--- src/rtl/jt12_kon_sched.sv ---
// Key-on command scheduler: queues CPU writes to register 0x28 and
// applies each one for a full 24-slot frame aligned to slot 0.
//
// Ports:
//   clk, rst (sync, active-high), clk_en (slot advance)
//   wr_en/wr_data : CPU key-on write ([7:4] op mask, [2:0] channel)
//   zero          : slot-0 marker, qualified by clk_en
//   keyon_op/keyon_ch/up_keyon : command presented to key-on shifter
//   level         : queued command count
//   ovf           : sticky drop flag (full FIFO or invalid channel)
module jt12_kon_sched #(
  parameter int DEPTH = 4
) (
  input  logic       clk,
  input  logic       rst,
  input  logic       clk_en,
  input  logic       wr_en,
  input  logic [7:0] wr_data,
  input  logic       zero,
  output logic [3:0] keyon_op,
  output logic [2:0] keyon_ch,
  output logic       up_keyon,
  output logic [4:0] level,
  output logic       ovf
);

  localparam int AW = (DEPTH > 1) ? $clog2(DEPTH) : 1;
  localparam logic [4:0] DEPTH_L = 5'(DEPTH);
  localparam logic [4:0] LAST_SLOT = 5'd23;

  typedef enum logic [1:0] {
    IDLE,
    WAIT_ZERO,
    APPLY
  } state_t;

  logic [6:0]    mem_q [DEPTH];
  logic [AW-1:0] wr_ptr_q, wr_ptr_d;
  logic [AW-1:0] rd_ptr_q, rd_ptr_d;
  logic [4:0]    level_q, level_d;
  logic [4:0]    cnt_q, cnt_d;
  state_t        state_q, state_d;
  logic [3:0]    op_q, op_d;
  logic [2:0]    ch_q, ch_d;
  logic          up_q, up_d;
  logic          ovf_q, ovf_d;

  logic wr_valid;
  logic full;
  logic pop;
  logic push;
  logic unused_wr_bit;

  assign unused_wr_bit = wr_data[3];

  always_comb begin
    // Channels 3 and 7 do not exist on this chip.
    wr_valid = wr_en && (wr_data[1:0] != 2'b11);
    full     = (level_q == DEPTH_L);
    pop      = clk_en && (state_q == APPLY) && (cnt_q == LAST_SLOT);
    // A pop on the same edge frees the slot a full FIFO would lack.
    push     = wr_valid && (!full || pop);

    wr_ptr_d = wr_ptr_q;
    rd_ptr_d = rd_ptr_q;
    state_d  = state_q;
    cnt_d    = cnt_q;
    op_d     = op_q;
    ch_d     = ch_q;
    up_d     = up_q;
    ovf_d    = ovf_q | (wr_en & ~wr_valid) | (wr_valid & ~push);

    if (push) wr_ptr_d = wr_ptr_q + 1'b1;
    if (pop)  rd_ptr_d = rd_ptr_q + 1'b1;
    level_d = level_q + {4'd0, push} - {4'd0, pop};

    if (clk_en) begin
      unique case (1'b1)
        (state_q == IDLE): begin
          if (level_q != 5'd0) state_d = WAIT_ZERO;
        end
        (state_q == WAIT_ZERO): begin
          if (zero) begin
            state_d      = APPLY;
            {op_d, ch_d} = mem_q[rd_ptr_q];
            cnt_d        = 5'd0;
            up_d         = 1'b1;
          end
        end
        (state_q == APPLY): begin
          if (cnt_q == LAST_SLOT) begin
            up_d    = 1'b0;
            cnt_d   = 5'd0;
            state_d = (level_d != 5'd0) ? WAIT_ZERO : IDLE;
          end else begin
            cnt_d = cnt_q + 5'd1;
          end
        end
        default: state_d = IDLE;
      endcase
    end
  end

  always_ff @(posedge clk) begin
    if (rst) begin
      wr_ptr_q <= '0;
      rd_ptr_q <= '0;
      level_q  <= 5'd0;
      cnt_q    <= 5'd0;
      state_q  <= IDLE;
      op_q     <= 4'd0;
      ch_q     <= 3'd0;
      up_q     <= 1'b0;
      ovf_q    <= 1'b0;
    end else begin
      wr_ptr_q <= wr_ptr_d;
      rd_ptr_q <= rd_ptr_d;
      level_q  <= level_d;
      cnt_q    <= cnt_d;
      state_q  <= state_d;
      op_q     <= op_d;
      ch_q     <= ch_d;
      up_q     <= up_d;
      ovf_q    <= ovf_d;
    end
  end

  // Storage needs no reset: the pointers define what is valid.
  always_ff @(posedge clk) begin
    if (!rst && push) begin
      mem_q[wr_ptr_q] <= {wr_data[7:4], wr_data[2:0]};
    end
  end

  assign keyon_op = op_q;
  assign keyon_ch = ch_q;
  assign up_keyon = up_q;
  assign level    = level_q;
  assign ovf      = ovf_q;

endmodule

--- config.mk ---
export PLATFORM = sky130hd
export DESIGN_NAME = jt12_kon_sched
export DESIGN_NICKNAME = d
export VERILOG_FILES = /design/src/rtl/jt12_kon_sched.sv
export SDC_FILE = /design/constraint.sdc
export NUM_CORES = 1
export LEC_CHECK = 0
export ABC_AREA = 1
export BUFFER_PORTS_ARGS = -buffer_cell sky130_fd_sc_hd__buf_2
export CAP_MARGIN = 20
export CORE_UTILIZATION = 40
export CTS_CLUSTER_SIZE = 14
export DETAILED_ROUTE_END_ITERATION = 12
export GPL_TIMING_DRIVEN = 0
export HOLD_SLACK_MARGIN = 0.15
export PLACE_DENSITY = 0.59
export SKIP_CTS_REPAIR_TIMING = 1
export SYNTH_ARGS = -nofsm -noshare
export SYNTH_HDL_FRONTEND = slang
export SYNTH_SLANG_ARGS = --single-unit
--- constraint.sdc ---
create_clock -name clk -period 3.3 [get_ports clk]
set_input_delay 0.495 -clock clk [delete_from_list [all_inputs] [get_ports clk]]
set_output_delay 0.495 -clock clk [all_outputs]
set_load 0.03 [all_outputs]
== Word-level counts from Yosys, hierarchy flattened ==
Memory sizes are Yosys's and may differ from the RTL's. A register that Yosys moved wholly into a read port is not among the register bits.
Cells that the tools add are included.
Widths: inputs -> output; s select.

* Bits in registers: 18
* Bits in writable memories: 28
* Logic and storage cells: 56
* Memories kept: 1

{| class="wikitable"
|+ Memories
! name !! words !! bits a word !! read ports !! clocked after Yosys merged registers in !! wr ports !! line !! RTL
|-
| mem_q || 4 || 7 || 1 || 1 || 1 || 37 || <nowiki>logic [6:0] mem_q [DEPTH];</nowiki>
|}

* Add/sub/neg operators: 5
* Eq/ne operators: 8
* Muxes and demuxes: 13
* Bitwise operators: 6
* Reductions and logical operators: 16

{| class="wikitable"
|+ Operators with widths
! cell !! number
|-
| $mux 5 || 2
|-
| $pmux 5 s2 || 1
|-
| $reduce_bool 5->1 || 2
|-
| $reduce_and 4->1 || 2
|-
| $mux 2 || 3
|-
| $pmux 2 s3 || 1
|-
| $reduce_and 3->1 || 2
|-
| $add 5x1->5 || 1
|-
| $add 5x1->5 const B || 1
|-
| $eq 5x3->1 const B || 1
|-
| $eq 5x5->1 const B || 1
|-
| $logic_and 1x1->1 || 5
|-
| $mux 1 || 5
|-
| $sub 5x1->5 || 1
|-
| $add 2x1->2 const B || 2
|-
| $ne 2x1->1 const B || 2
|-
| $ne 2x2->1 const B || 2
|-
| $and 1x1->1 || 2
|-
| $eq 2x1->1 const B || 1
|-
| $eq 2x2->1 const B || 1
|-
| $logic_not 1->1 || 2
|-
| $logic_not 2->1 || 1
|-
| $not 1->1 || 2
|-
| $or 1x1->1 || 2
|-
| other kinds (3) || 3
|}

== Depth between registers and ports, before layout ==
Gate-level depths: netlist of the first run.

* Depth after elaboration: 11
* Mapped depth: 17

== Worst setup path after synthesis of the first run ==
Ideal clock, no wire load.

* Path kind: register to register
* From: register cnt_q[0]
* To: register state_q[0]
* Setup time: 0.138 ns
* Data arrival time: 2.227 ns
* Path slack: 0.935 ns
* Stages on the path, launching flop included: 18
* Path buffers: 0
* Path through: dfxtp_1 ha_1 nand2_1 nor2_2 nand3_4 nor2_2 inv_1 nand2_1 ha_1 inv_1 fa_1 nand2_1 nor2_1 nand2_1 nor2_1 nand2_1 nand2_1 a21oi_1

* Cells in the longest elaborated chain, start to end: 10
* Elaborated cells between the ends (all ways): 12
* Classes of those cells: 2 x add/sub; 2 x eq/ne; 3 x mux; 5 x reduce/logical

{| class="wikitable"
|+ Ends and longest elaborated chain
! element !! line !! RTL
|-
| start, declared || 41 || <nowiki>logic [4:0] cnt_q, cnt_d;</nowiki>
|-
| start signal, assigned || 119 || <nowiki>cnt_q <= cnt_d;</nowiki>
|-
| $eq 5x5->1 (*) || 60, 91 ||
|-
| $logic_and 1x1->1 || 60 || <nowiki>pop = clk_en && (state_q == APPLY) && (cnt_q == LAST_SLOT);</nowiki>
|-
| $logic_or 1x1->1 || 62 || <nowiki>push = wr_valid && (!full || pop);</nowiki>
|-
| $logic_and 1x1->1 || 62 ||
|-
| $add 5x1->5 || 75 || <nowiki>level_d = level_q + {4'd0, push} - {4'd0, pop};</nowiki>
|-
| $sub 5x1->5 || 75 ||
|-
| $reduce_bool 5->1 || 94 || <nowiki>state_d = (level_d != 5'd0) ? WAIT_ZERO : IDLE;</nowiki>
|-
| $mux 1 || 94 ||
|-
| $mux 2 || 91 || <nowiki>if (cnt_q == LAST_SLOT) begin</nowiki>
|-
| $pmux 2 s3 || 78 || <nowiki>unique case (1'b1)</nowiki>
|-
| end signal, assigned || 120 || <nowiki>state_q <= state_d;</nowiki>
|-
| end, declared || 42 || <nowiki>state_t state_q, state_d;</nowiki>
|}

Every way passes the cells marked *; elsewhere a longest branch is shown, timed or not. The select of a mux whose other input is x is not followed.
A chain may end at the register's enable or synchronous reset.

== Final worst setup path of the first run ==
Ends and elaborated chain as after synthesis.

==> metrics.md, run 1 <==
| Metric | Value |
|---|---|
| Outcome | `completed` |
| Async S/R FF share, synth | `0%` |
| Largest delay contributor family on the critical path | `simple AND/OR/NAND/NOR gates` |
| Max-slew violation count | `0` |
| NumNets Final | `311` |
| Initial core utilization | `between 40% and 50%` |
| Design Area, Final | `2750 µm²` |
| Simple-gate share of the synthesized area | `between 20% and 30%` |
| Die Ht | `80.2 µm` |
| Worst Setup End Kind | `register` |
| Syn Std Cell Area | `2450 µm²` |
| Finished Layout Cells | `approximately 360` |
| Cell taking the most area after synthesis | `edfxtp_1` |
| Initial antenna violation count | `0` |
| Die ar. | `6440 µm²` |
| Via density | `about 4.9` |
| Cells after Synth | `256` |
| Layout cells sized above 1 | `19.1%` |
| Pleak | `1.15 nW` |
| CP max stage cell | `fa_1` |
| Met2 usage | `25.6%` |
| Avg Cell Area, Syn | `9.56 µm²` |
| CP arrival | `2.86 ns` |
| Routed wire length | `4740 µm` |
| Synth top area cells | `edfxtp_1, dfxtp_1, nor2_1, nand2_1, ha_1` |
| EDFF count, synth | `28` |
| CP max stage delay | `0.50 ns` |
| Gr usage total | `16.1%` |
| Final Hold Fails | `0` |
| PortBufs | `24` |
| RSZ-0062 raised after global routing | `no` |
| Critical path class | `register to register` |
| Main flop type after synthesis | `edfxtp_1` |
| Final period util | `81.4%` |
| Met3 usage | `under 10%` |
| Hold WS | `0.398 ns` |
| Maxcap violations | `0` |
| First-pass GRT wire length | `7790 µm` |
| Clk root buf | `clkbuf_8` |
| # diodes | `0` |
| Post-Synthesis Net Count | `280` |
| Core area | `5920 µm²` |
| Synth Area in Compound Gates | `between 9 and 10%` |
| Site Rows | `28` |
| Critical Path Most Common Cell | `nand2_1` |
| Area Growth Syn to Fin | `12.5%` |
| Met1 Usage GRT | `21.4%` |
| Max clock buf depth | `2` |
| Boundary Pins | `27` |
| CP required | `3.47 ns` |
| Synth Warn # | `0` |
| Worst-Margin Slew | `0.663 ns` |
| CP max FO | `4` |
| Area share of fa/ha/maj cells after synthesis | `5.93%` |
| Post-synth top area share | `34.4%` |
| Fill count | `around 600` |
| Fraction of synthesized area in multiplexers | `0%` |
| Post-DP Area | `2660 µm²` |
| Final TNS setup | `0 ns` |
| Routability Congestion | `0.799` |
| Most common cell after layout, fill and taps aside | `nor2_1` |
| Antenna Violating Nets Remaining | `0` |
| Worst slew margin | `55.8%` |
| Die Wd | `approximately 80 µm` |
| Buf+Inv Stages, Crit Path | `2` |
| GR Overflow Total | `0` |
| Gr busiest metal | `met2` |
| Pre-Repair DR Iteration Count | `4` |
| Largest net degree at the start of global routing | `18` |
| Yosys cell types | `30` |
| Crit-path cells | `ha_1, nand2_1, nor2_2, nand3_4, nor2_2, inv_1, nand2_1, ha_1, inv_1, fa_1, nand2_1, nor2_1, nand2_1, nor2_1, nand2_1, nand2_1, a21oi_1` |
| Final setup violation count | `0` |
| Initial DRC count | `74` |
| Worst Hold Class | `input port to register` |
| Clk_lat worst skew | `between 0.3 and 0.4 ns` |
| Fmax | `around 370 MHz` |
| Htree depth | `2` |
| Type of origin of the critical path | `register` |
| Clock transition at the registers of the reported paths | `0.10 ns` |
| Most frequent cells in the layout | `nor2_1, nand2_1, inv_1, edfxtp_1, buf_2` |
| Post-DR wirelength/cell | `13.1 µm` |
| Largest family of logic cells by synthesized area | `simple AND/OR/NAND/NOR gates` |
| Cell Pwr Density | `558 nW/µm²` |
| Final routed DRC violation total | `0` |
| Peak VDD IR | `around 220 µV` |
| Fin crit period | `2.69 ns` |
| Post-Place Cells | `355` |
| Clk sink count | `53` |
| Synth Register Bits | `53` |
| Vias in the first global route | `approximately 1700` |
| XOR/XNOR share of the synthesized area | `less than 1%` |
| Max Clock Skew | `0.00818 ns` |
| CTS tree | `yes` |
| Inserted Clock Buffers | `5` |
| Dpl hpwl | `~3400 µm` |
| Total number of vias | `1761` |
| Post-synthesis sequential area ratio | `54.8%` |
| Final Util | `46.5%` |
-- metrics by stage --
step | setup WS, ns | power (mW)
final | 0.614 | 1.54
after global routing | 0.347 | 1.64
after CTS | 0.586 | 1.55
after detailed placement | 0.587 | 1.18
after global placement | 0.646 | 1.17
after floorplan | 0.935 | 1.09
-- state kept, by name, summed over array words and instances (netlist names) --
| register | cells |
|---|---|
| mem_q | 28 |
| rd_ptr_q | 2 |
| state_q | 2 |
| keyon_op | 4 |
| keyon_ch | 3 |
| cnt_q | 5 |
| level | 5 |
| wr_ptr_q | 2 |
| ovf | 1 |
| up_keyon | 1 |
-- layout make-up --
class | count | area, µm² | area share, %
repair buffers | 24 | 120 | 4.36
multi-input cells | 166 | 963 | 35.0
clock buffers | 5 | 68.8 | 2.50
well taps | 75 | 93.8 | 3.41
flip-flops and latches | 53 | 1340 | 48.7
plain buffers | 5 | 22.5 | 0.818
inverters | 32 | 120 | 4.36
clock inverters | 3 | 22.5 | 0.818
-- power by group --
group | total (mW) | switching [mW] | internal (mW)
registers | 0.775 | 0.0331 | 0.742
clock network | 0.375 | 0.224 | 0.151
logic | 0.386 | 0.258 | 0.129
total | 1.54 | 0.514 | 1.02
-- path summary, 6_finish.rpt --
path,from,end,slack [ns],depth (start not counted)
setup / recovery,cnt_q[0],state_q[0],0.61,17
hold / removal,wr_data[5],mem_q[3][4],0.40,1
setup reg to reg,cnt_q[0],state_q[0],0.61,17
hold reg to reg,ovf,ovf,0.46,2
-- cells in the mapped netlist (4+ instances only) --
master / n
nand3_1: 9
o22ai_1: 7
ha_1: 10
nor2_1: 39
edfxtp_1: 28
o21ai_1: 4
o21ai_0: 18
a21oi_1: 16
inv_1: 29
dfxtp_1: 25
nand2_1: 36
nor3b_2: 4
-- routing by layer --
layer / wire (µm) / vias up
li1: - / 915
met4: 67 / 0
met2: 2090 / 31
met1: 2430 / 809
met3: 160 / 6
met5: 0 / -
-- worst reg2reg max path, stage by stage (launching register included) --
cell	delay, ns
dfxtp_1	0.37
ha_1	0.23
nand2_1	0.10
nor2_2	0.16
nand3_4	0.13
nor2_2	0.16
inv_1	0.07
nand2_1	0.08
ha_1	0.19
inv_1	0.06
fa_1	0.50
nand2_1	0.06
nor2_1	0.10
nand2_1	0.06
nor2_1	0.11
nand2_1	0.06
nand2_1	0.05
a21oi_1	0.06
-- logic make-up (layout without fill, tap and decap cells) --
kind of cell	after synthesis	count (layout)
adder cells (fa/ha/maj)	11	11
AND/OR/NAND/NOR	107	107
AO/OA/AOI/OAI	46	46
flip-flops	53	53
buffers and inverters	37	69
XOR/XNOR	2	2
No activity file was read; power rests on OpenSTA's default activity.
==> inputs of run 2 (changes only) <==
==> constraint.sdc (replaced) <==
create_clock -name clk -period 2.8 [get_ports clk]
set_input_delay 0.42 -clock clk [delete_from_list [all_inputs] [get_ports clk]]
set_output_delay 0.42 -clock clk [all_outputs]
set_load 0.03 [all_outputs]
==> run 2 against run 1 <==
Net effect: final cell count did not move; via count rose by 0.91%; highest routed layer unchanged; critical path depth did not move; routed wire length rose by 0.82%; sequential power rose by 18%; count of clock-buffer cells in the layout did not move; register-to-register slack got worse by 0.38 ns; sequential share of layout area fell by 0.35 points.
==> metrics.md, run 2 (synthesis gave the netlist of run 1 again) <==
| Metric | Value |
|---|---|
| Final Hold Fails | `0` |
| Fmax | `390 MHz` |
| Core area | `5920 µm²` |
| Initial antenna violation count | `0` |
| CP arrival | `2.74 ns` |
| Worst slew margin | `56.0%` |
| Fin crit period | `2.57 ns` |
| Clock transition at the registers of the reported paths | `roughly 0.10 ns` |
| Site Rows | `28` |
| Peak VDD IR | `267 µV` |
| RSZ-0062 raised after global routing | `no` |
| CP max FO | `5` |
| Crit-path cells | `ha_4, nand2_1, nor2_4, nand3_4, nand3_4, nand3_1, nand2_1, ha_1, inv_1, fa_1, nand2_1, nor2_1, nand2_1, nor2_1, nand2_1, nand2_1, a21oi_1` |
| Antenna Violating Nets Remaining | `0` |
| Final period util | `between 90% and 100%` |
| Hold Path Depth | `1` |
| Area Growth Syn to Fin | `13.5%` |
| Inserted Clock Buffers | `5` |
| Clk_lat worst skew | `0.31 ns` |
| # diodes | `0` |
| Vias in the first global route | `between 1500 and 2000` |
| NumNets Final | `311` |
| Final TNS setup | `0 ns` |
| CTS tree | `yes` |
| Worst Setup End Kind | `register` |
| Total Power | `1.81 mW` |
| Initial DRC count | `96` |
| Initial core utilization | `between 40% and 50%` |
| Largest net degree at the start of global routing | `18` |
| First-pass GRT wire length | `7790 µm` |
| Pre-Repair DR Iteration Count | `4` |
| Outcome | `completed` |
| Critical Path Stages | `17` |
| Max-slew violation count | `0` |
| Type of origin of the critical path | `register` |
| Most frequent cells in the layout | `nor2_1, nand2_1, inv_1, edfxtp_1, buf_2` |
| Worst Reg-to-Reg Cells | `17` |
| CP max stage cell | `fa_1` |
| Critical path class | `register to register` |
| Pleak | `1.15 nW` |
| Dpl hpwl | `~3400 µm` |
| Worst Hold Class | `input port to register` |
| Max clock buf depth | `2` |
| PortBufs | `24` |
| Max Clock Skew | `around 0.0077 ns` |
| Largest register by flop count | `mem_q` |
| Largest delay contributor family on the critical path | `simple AND/OR/NAND/NOR gates` |
| Clk sink count | `53` |
| CP required | `2.97 ns` |
| Max FFs per register | `28` |
| Boundary Pins | `27` |
| Routed wire length | `4780 µm` |
| Total number of vias | `1777` |
| CP max stage delay | `0.50 ns` |
| Die ar. | `6440 µm²` |
| Layout cells sized above 1 | `20.1%` |
| Via density | `4.90` |
| Die Ht | `80.2 µm` |
| Final routed DRC violation total | `0` |
| Clk root buf | `clkbuf_8` |
| Htree depth | `2` |
| Post-DR wirelength/cell | `13.2 µm` |
| GR Overflow Total | `0` |
| Cell Pwr Density | `653 nW/µm²` |
| Critical Path Most Common Cell | `nand2_1` |
| Routability Congestion | `0.799` |
| Buf+Inv Stages, Crit Path | `1` |
| Gr usage total | `16.1%` |
| Die Wd | `80.2 µm` |
| Fill count | `~600` |
| Worst-Margin Slew | `0.659 ns` |
| Final setup violation count | `0` |
| Maxcap violations | `0` |
| Most common cell after layout, fill and taps aside | `nor2_1` |
-- run 2: metrics by stage --
stage                     cells  util (%)  instance area, µm²  worst slack [ns]  hold WS (ns)
after global routing        363      46.9                2780            0.0271         0.318
after floorplan             256         -                2450             0.435         0.455
final                       363      46.9                2780             0.235         0.323
after global placement      355      44.9                2660             0.176         0.440
after detailed placement    355      44.9                2660             0.111         0.445
after CTS                   363      46.5                2750            0.0855         0.317
-- run 2: layout make-up --
cell class              count  area [µm²]  share of cell area, %
flip-flops and latches     53        1340                   48.4
multi-input cells         166         986                   35.5
repair buffers             24         120                   4.32
inverters                  32         120                   4.32
well taps                  75        93.8                   3.38
clock buffers               5        68.8                   2.48
clock inverters             3        22.5                  0.811
plain buffers               5        22.5                  0.811
-- run 2: path summary, 6_finish.rpt --
check	startpoint	end	slack (ns)
max	cnt_q[0]	state_q[0]	0.23
min reg2reg	ovf	ovf	0.46
min	wr_data[5]	mem_q[3][4]	0.32
max reg2reg	cnt_q[0]	state_q[0]	0.23
-- run 2: routing by layer --
layer | track usage [%] | routed length, µm | share of wire (%) | vias to the layer above
li1 | - | - | - | 915
met1 | 21.4 | 2410 | 50 | 818
met2 | 25.6 | 2120 | 44 | 38
met3 | 3.86 | 189 | 4.0 | 6
met4 | 5.89 | 67 | 1.4 | 0
met5 | 0 | 0 | 0 | -
-- run 2: worst reg2reg max path, stage by stage, from the launching register on --
cell and delay, ns:
dfxtp_2 0.38, ha_4 0.16, nand2_1 0.10, nor2_4 0.13, nand3_4 0.13, nand3_4 0.12, nand3_1 0.07, nand2_1 0.07
ha_1 0.19, inv_1 0.06, fa_1 0.50, nand2_1 0.06, nor2_1 0.10, nand2_1 0.06, nor2_1 0.11, nand2_1 0.07
nand2_1 0.05, a21oi_1 0.06
-- run 2: power breakdown --
| part | total [mW] | leakage, nW | internal (mW) | switching (mW) |
|---|---|---|---|---|
| combinational | 0.457 | 0.640 | 0.153 | 0.304 |
| sequential | 0.916 | 0.458 | 0.875 | 0.0405 |
| clock | 0.442 | 0.0481 | 0.178 | 0.264 |
| total | 1.81 | 1.15 | 1.21 | 0.608 |
==> inputs of run 3 (changes only) <==
--- a/config.mk
+++ b/config.mk
@@ -8,12 +8,12 @@
 export ABC_AREA = 1
 export BUFFER_PORTS_ARGS = -buffer_cell sky130_fd_sc_hd__buf_2
 export CAP_MARGIN = 20
-export CORE_UTILIZATION = 40
+export CORE_UTILIZATION = 57
 export CTS_CLUSTER_SIZE = 14
 export DETAILED_ROUTE_END_ITERATION = 12
 export GPL_TIMING_DRIVEN = 0
 export HOLD_SLACK_MARGIN = 0.15
-export PLACE_DENSITY = 0.59
+export PLACE_DENSITY = 0.79
 export SKIP_CTS_REPAIR_TIMING = 1
 export SYNTH_ARGS = -nofsm -noshare
 export SYNTH_HDL_FRONTEND = slang
==> run 3 against run 2 <==
Net effect: clock skew grew 0.0016 ns; die area shrank 29%; critical path depth stayed put; clock power rose by 18%; critical path type unchanged.
==> metrics.md, run 3 (synthesis gave the netlist of run 1 again) <==
| Metric | Value |
|---|---|
| Peak VDD IR | `~500 µV` |
| Fin crit period | `roughly 2.6 ns` |
| Pre-Repair DR Iteration Count | `4` |
| Routability Congestion | `0.846` |
| Worst-Margin Slew | `about 0.66 ns` |
| Via density | `5.35` |
| Max FFs per register | `28` |
| Routed wire length | `4580 µm` |
| Type of origin of the critical path | `register` |
| Vias in the first global route | `1655` |
| Initial DRC count | `81` |
| Largest register by flop count | `mem_q` |
| Layout cells sized above 1 | `roughly a fifth` |
| GR Overflow Total | `0` |
| Largest net degree at the start of global routing | `17` |
| Worst setup margin | `0.227 ns` |
| Htree depth | `2` |
| Post-DR wirelength/cell | `13.5 µm` |
| Site Rows | `23` |
| Clock transition at the registers of the reported paths | `0.10 ns` |
| Most common cell after layout, fill and taps aside | `nor2_1` |
| Clk sink count | `53` |
| Post-DP Area | `~2600 µm²` |
| CP arrival | `2.74 ns` |
| Outcome | `completed` |
| Final Util | `68.2%` |
| Area Growth Syn to Fin | `13.0%` |
| Post-Place Cells | `330` |
| Total number of vias | `1815` |
| Clk root buf | `clkbuf_8` |
| Die Ht | `67.5 µm` |
| Core area | `4060 µm²` |
| Worst Hold Class | `input port to register` |
| Finished Layout Cells | `339` |
| Fmax | `389 MHz` |
| CTS tree | `yes` |
| Cell Pwr Density | `685 nW/µm²` |
| Worst Setup End Kind | `register` |
| Initial core utilization | `60.3%` |
| Gr usage total | `23.2%` |
| Initial antenna violation count | `0` |
| NumNets Final | `312` |
| Dpl hpwl | `3170 µm` |
| Max Clock Skew | `~0.0093 ns` |
| Clock Power Share | `around 28%` |
| Power share of the sequential group | `48.3%` |
| First-pass GRT wire length | `7420 µm` |
| Final setup violation count | `0` |
| Final period util | `91.9%` |
| # diodes | `0` |
| Gate power share | `24.1%` |
| Boundary Pins | `27` |
| PortBufs | `24` |
| Critical path class | `register to register` |
| Final routed DRC violation total | `0` |
| Pleak | `1.16 nW` |
| Design Area, Final | `2770 µm²` |
| Final Hold Fails | `0` |
| Fill count | `~330` |
| Antenna Violating Nets Remaining | `0` |
| Clk_lat worst skew | `0.31 ns` |
| CP required | `just under 3 ns` |
| Die Wd | `a little under 70 µm` |
| P_sw | `0.597 mW` |
| Maxcap violations | `0` |
| Inserted Clock Buffers | `5` |
| RSZ-0062 raised after global routing | `no` |
| Final TNS setup | `0 ns` |
| Max clock buf depth | `2` |
| Max-slew violation count | `0` |
| Most frequent cells in the layout | `nor2_1, nand2_1, inv_1, edfxtp_1, buf_2` |
| CP max FO | `4` |
| Switching Share | `31.5%` |
| Die ar. | `4560 µm²` |
| Pre-CTS setup slack | `~0.14 ns` |
| Internal power | `1.30 mW` |
| Worst slew margin | `56.1%` |
[run 3: final timing paths]
path	start	to	slack, ns	cells past startpoint
hold reg to reg	ovf	ovf	0.47	2
setup reg to reg	cnt_q[0]	state_q[0]	0.23	17
hold / removal	wr_data[2]	mem_q[0][2]	0.32	1
setup / recovery	cnt_q[0]	state_q[0]	0.23	17
[run 3: power groups by stage]
stage               Combinational [mW]  Sequential (mW)  Clock, mW
finish                           0.457            0.916      0.523
floorplan                        0.286            0.995          0
detailed placement               0.450            0.934          0
CTS                              0.452            0.916      0.534
global placement                 0.438            0.931          0
global route                     0.530            0.924      0.560
[run 3: layer usage]
layer	GRT usage, %	share of wire (%)	vias up
met5	0	0	-
met4	7.98	0.90	0
met3	6.59	7.1	6
met2	37.1	47	58
met1	30.0	45	832
li1	-	-	919
[run 3: worst max-delay path: stages, from the launching register on]
cell	delay (ns)
dfxtp_2	0.35
ha_2	0.21
nand2_1	0.11
nor2_4	0.13
nand3_4	0.13
nor2_4	0.12
inv_1	0.06
nand2_1	0.06
ha_1	0.17
inv_1	0.06
fa_1	0.50
nand2_1	0.07
nor2_1	0.10
nand2_1	0.07
nor2_2	0.12
nand2_1	0.05
nand2_1	0.05
a21oi_1	0.06
[run 3: final cells by class]
type / instances / area (µm²) / share of cell area (%)
repair buffers: 25 / 128 / 4.61
clock buffers: 6 / 72.6 / 2.62
well taps: 50 / 62.6 / 2.26
flip-flops and latches: 53 / 1340 / 48.6
inverters: 32 / 120 / 4.34
clock inverters: 2 / 38.8 / 1.40
plain buffers: 5 / 22.5 / 0.814
multi-input cells: 166 / 978 / 35.4
[run 3: stage by stage]
| stage | hold slack (ns) | total power, mW |
|---|---|---|
| 6_report | 0.319 | 1.90 |
| 5_1_grt | 0.301 | 2.01 |
| 4_1_cts | 0.310 | 1.90 |
| 3_5_place_dp | 0.450 | 1.38 |
| 3_3_place_gp | 0.438 | 1.37 |
| 2_1_floorplan | 0.455 | 1.28 |
